## src/rtl/password_store.sv

```systemverilog
// password_store: active user password plus a shadow that collects a new one;
// the shadow is copied into the active password only on commit.
`default_nettype none

module password_store #(
   parameter int                         DIGITS  = 4,
   parameter int                         DIGIT_W = 4,
   parameter int                         POS_W   = 3,
   parameter logic [DIGITS*DIGIT_W-1:0]  INIT    = '0
) (
   input  logic               clk_i,
   input  logic               rst_n_i,
   input  logic               wr_en_i,
   input  logic [POS_W-1:0]   wr_idx_i,
   input  logic [DIGIT_W-1:0] wr_digit_i,
   input  logic               commit_i,
   input  logic               abort_i,
   input  logic [POS_W-1:0]   rd_idx_i,
   output logic [DIGIT_W-1:0] rd_digit_o
);

   localparam int PW_W = DIGITS * DIGIT_W;

   logic [PW_W-1:0] active_q;
   logic [PW_W-1:0] shadow_q;
   logic [PW_W-1:0] shadow_d;

   always_comb begin
      shadow_d = shadow_q;
      for (int i = 0; i < DIGITS; i++) begin
         if (wr_en_i && (POS_W'(i) == wr_idx_i)) begin
            shadow_d[i*DIGIT_W +: DIGIT_W] = wr_digit_i;
         end
      end
   end

   always_comb begin
      rd_digit_o = '0;
      for (int i = 0; i < DIGITS; i++) begin
         if (POS_W'(i) == rd_idx_i) begin
            rd_digit_o = active_q[i*DIGIT_W +: DIGIT_W];
         end
      end
   end

   // Commit takes the shadow including the final digit written this cycle.
   always_ff @(posedge clk_i or negedge rst_n_i) begin
      if (!rst_n_i) begin
         active_q <= INIT;
         shadow_q <= INIT;
      end else if (abort_i) begin
         shadow_q <= active_q;
      end else begin
         shadow_q <= shadow_d;
         if (commit_i) begin
            active_q <= shadow_d;
         end
      end
   end

endmodule

`default_nettype wire

```

## config.mk

```make
export PLATFORM = sky130hd
export DESIGN_NAME = password_store
export DESIGN_NICKNAME = d
export VERILOG_FILES = /design/src/rtl/password_store.sv
export SDC_FILE = /design/constraint.sdc
export NUM_CORES = 1
export LEC_CHECK = 0
export CORE_ASPECT_RATIO = 1.4
export CORE_MARGIN = 1
export CORE_UTILIZATION = 58
export CTS_BUF_LIST = sky130_fd_sc_hd__clkbuf_8 sky130_fd_sc_hd__clkbuf_16
export CTS_CLUSTER_DIAMETER = 150
export DETAILED_ROUTE_END_ITERATION = 8
export GPL_TIMING_DRIVEN = 0
export PLACE_DENSITY = 0.82
export REMOVE_ABC_BUFFERS = 1
export SLEW_MARGIN = 20
export SYNTH_ARGS = -nofsm -noshare
export SYNTH_HDL_FRONTEND = slang
export SYNTH_SLANG_ARGS = --single-unit
export TNS_END_PERCENT = 30
```

## constraint.sdc

```tcl
create_clock -name clk_i -period 3.55 [get_ports clk_i]
set_input_delay 0.71 -clock clk_i [delete_from_list [all_inputs] [get_ports clk_i]]
set_output_delay 0.71 -clock clk_i [all_outputs]
set_load 0.05 [all_outputs]
```

### Yosys cells after proc, flatten, opt, wreduce, memory -nomap -nowiden

Cells that the tools add are included.

| storage, ports and cells | value |
|---|---|
| output and inout port bits | 4 |
| bits in registers | 32 |
| logic and storage cells | 25 |
| bits of input ports | 15 |

| cells by class | value |
|---|---|
| reduce and logical (&&, ||, !) cells | 7 |
| multiplexer cells | 9 |
| bitwise logic cells | 1 |
| equal/unequal tests | 6 |

Operator list:

| cell | number |
|---|---|
| 2-to-1 mux 4 bit | 8 |
| 2-to-1 mux 16 bit | 1 |
| equality test 2 x 3 -> 1 bit (first input constant) | 4 |
| equality test 1 x 3 -> 1 bit (first input constant) | 2 |
| zero test 3 bit | 2 |
| logical AND 1 bit | 4 |
| AND reduction 2 bit | 1 |
| NOT 1 bit | 1 |

### Depth between registers and ports, before layout

| logic depth | value |
|---|---|
| depth after elaboration | 5 |
| gate-level depth with buffers | 5 |
| gate-level depth less buffers | 3 |

### Worst setup path before layout

Ideal clock, no wire load.

| timing path | value |
|---|---|
| path kind | input port to output port |
| start point | input port rd_idx_i[0] |
| end point | output port rd_digit_o[0] |
| stages | 2 |
| path slack | 1.111 ns |
| required time | 2.840 ns |
| buffers on the path | 0 |
| data arrival time | 1.729 ns |
| cell sequence | mux4_2 -> nor2b_1 |

| on the way | value |
|---|---|
| longest elaborated chain between the ends | 5 |
| elaborated cells on any way between the ends | 8 |
| classes of those cells | eq/ne (3); mux (4); reduce/logical (1) |

Ends and longest elaborated chain:

| what | RTL line | text |
|---|---|---|
| from (decl) | 18 | `input logic [POS_W-1:0] rd_idx_i,` |
| zero test 3 bit | 40 | `if (POS_W'(i) == rd_idx_i) begin` |
| 2-to-1 mux 4 bit (3 in series) | 40 |  |
| 2-to-1 mux 4 bit * | 40 |  |
| to (decl) | 19 | `output logic [DIGIT_W-1:0] rd_digit_o` |

Mark *: on every way between the ends. The rest lies on a longest branch, timed or not.

### Final worst setup path

| timing path | value |
|---|---|
| start point | input port rd_idx_i[0] |
| end point | output port rd_digit_o[3] |

The elaborated chain is that of the path after synthesis.

==> summary.md <==
| Metric | Value |
|---|---|
| RePlAce Congestion | 0.680 |
| Mapped Avg Cell Area | roughly 16 um2 |
| Critical Path Sink Type | primary output |
| Post-synthesis register bit count | 32 |
| Register Area | 801 um2 |
| DRT iter0 DRCs | 32 |
| Die area | 2950 um2 |
| Clock sinks | 32 |
| Hold Buf Count CTS | 0 |
| Fillers | 169 |
| Worst-Skew Late Latency | between 0.2 and 0.3 ns |
| Worst r2r dst | active_q[5] |
| Reg2reg path depth | 2 |
| Min Tclk post-route | 3.47 ns |
| NumNets Final | 133 |
| Leakage dissipation | 0.852 nW |
| Drt total wl | 2.75 mm |
| Hold WC Path Type | in2async |
| Final period util | a little over nine tenths |
| # rows | 22 |
| H-tree Lvls | 2 |
| Vias in the first global route | 988 |
| Io pins | 19 |
| Num CTS Buffers | 5 |
| Area of the core | 2620 um2 |
| CP max FO | 4 |
| Placed cell count | 147 |
| Syn. warnings | 0 |
| Largest net degree at the start of global routing | 33 |
| Clock root cell | clkbuf_8 |
| Overall die height | 63.9 um |
| Area of the multi-input gates | 763 um2 |
| Hold_ws | 0.450 ns |
| Slew @ Worst Pin | 0.802 ns |
| Share of cells above drive strength 1 | 54.2% |
| Tot Pwr | 1.38 mW |
| Final global-route overflow total | 0 |
| Post-DRT Antenna Nets | 0 |
| Layout area overhead | 18.8% |
| WP data required | 2.84 ns |
| Setup TNS Final | 0 ns |
| Critical Path AT | between 2 and 3 ns |
| Tot GR Track Use | 23.2% |
| Reg2reg setup slack | between 2 and 3 ns |
| Final setup viols | 0 |
| Final Cell Area | about 1900 um2 |
| Synth Instances | 97 |
| Port Buf Inserts | 18 |
| Largest area contributor in the netlist | dfrtp_1 |
| Via density | between 5 and 6 |
| Relative slew margins | between 40% and 50% |
| Pre-CTS setup slack | 0.0264 ns |
| DR WL/cell | 17.8 um |
| Critical R2R Launch | shadow_q[5] |
| Power Dens Cells | 734 nW/um2 |
| Max Cap Viol | 0 |
| Kind of critical path | in2out |
| Final Hold Fails | 0 |
| Drt drc | 0 |
| Synth unique cells | 11 |
| TritonCTS clock tree | built |
| Vias | around 870 |
| Final setup margin | 0.0811 ns |
| Critical Path Source Type | input pin |
| Top cell type's share of synthesized area | 50.5% |
| Final Skew | 0.00696 ns |
| Sequential share of the synthesized area | 50.5% |
| RSZ-0062 raised after global routing | false |
| Synth Cell Area | ~1600 um2 |
| CTS max path bufs | 2 |
| Util after Layout | 72.1% |
| First-pass GRT wire length | 4.58 mm |
| Highest clock rate | about 290 MHz |
| Setup bufs post-CTS | 0 |
| Starting Density | 60.7% |
| Outcome | finished, final reports clean |
| Ant diodes | 0 |
| Pins Over Slew Limit | 0 |
| Worst VDD drop | 0.508 mV |
| DIE WIDTH | 46.2 um |
| Antenna violations before repair | 0 |
| DPL Wire Length | roughly 1.9 mm |
| Area after DPL | 1780 um2 |
| TritonRoute pass-1 iters | 2 |
| Clk pin slew, worst setup/hold paths | 0.06 ns |
| Synth top area cells | dfrtp_1 (50%), mux2_2 (28%), mux2_4 (7.6%) |
| Layout Cells excl Fill | 154 |
-- area by class of cell --
| cell class | count | area share [%] |
|---|---|---|
| Clock buffer | 7 | 5.11 |
| Multi-Input combinational cell | 61 | 40.5 |
| Sequential cell | 32 | 42.5 |
| Tap cell | 36 | 2.39 |
| Timing Repair Buffer | 18 | 9.56 |
-- cells in the mapped netlist --
library cell   n
buf_2          3
nand4b_2       1
mux4_2         4
nor4b_4        1
and4bb_4       2
dfrtp_1       32
mux2_4         8
mux2_2        40
buf_4          1
nand2b_1       1
nor2b_1        4
-- how the worst max path moves through the flow --
stage | startpoint | end | cells past startpoint
floorplan | rd_idx_i[0] | rd_digit_o[0] | 2
global placement | rd_idx_i[0] | rd_digit_o[1] | 4
detailed placement | rd_idx_i[0] | rd_digit_o[1] | 4
CTS | rd_idx_i[0] | rd_digit_o[1] | 4
global route | rd_idx_i[0] | rd_digit_o[3] | 4
finish | rd_idx_i[0] | rd_digit_o[3] | 4
-- timing repair --
item,CTS,global route
endpoints found under the setup margin,0,2
resized for setup,0,2
endpoints found under the hold margin,0,0
-- critical path, stage by stage --
cell and delay, ns:
clkdlybuf4s50_1 0.67, mux4_2 0.53, nor2b_1 0.15, clkdlybuf4s50_1 0.70
-- placed cells by master, fill, tap and decap left out --
cell and count:
nand2b_1 1, clkdlybuf4s50_1 15, mux2_4 8, mux4_2 4, clkbuf_8 7, mux2_2 40, buf_2 1, and4bb_4 2
nand4b_2 1, dlymetal6s2s_1 2, nor2b_1 4, nor4b_4 1, dfrtp_1 32
-- logic make-up after synthesis --
logic type / synth area share (%)
buf+inv: 1.42
flops: 50.5
mux: 41.6
simple gates: 6.47
-- flip-flops by register name, summed over array words and instances (netlist names) --
| name | cells |
|---|---|
| active_q | 16 |
| shadow_q | 16 |
-- power breakdown --
| part | switching [mW] | total, mW | internal (mW) |
|---|---|---|---|
| clock | 0.127 | 0.299 | 0.172 |
| sequential | 0.0823 | 0.621 | 0.539 |
| combinational | 0.166 | 0.463 | 0.297 |
-- layer usage --
metal / track usage [%] / share of wire (%) / vias to the layer above
li1: - / - / 402
met1: 28.1 / 40 / 445
met2: 36.3 / 53 / 20
met3: 9.32 / 4.8 / 5
met4: 8.82 / 2.0 / 0
met5: 0 / 0 / -
Note: power is estimated with default switching activity, not from simulation.
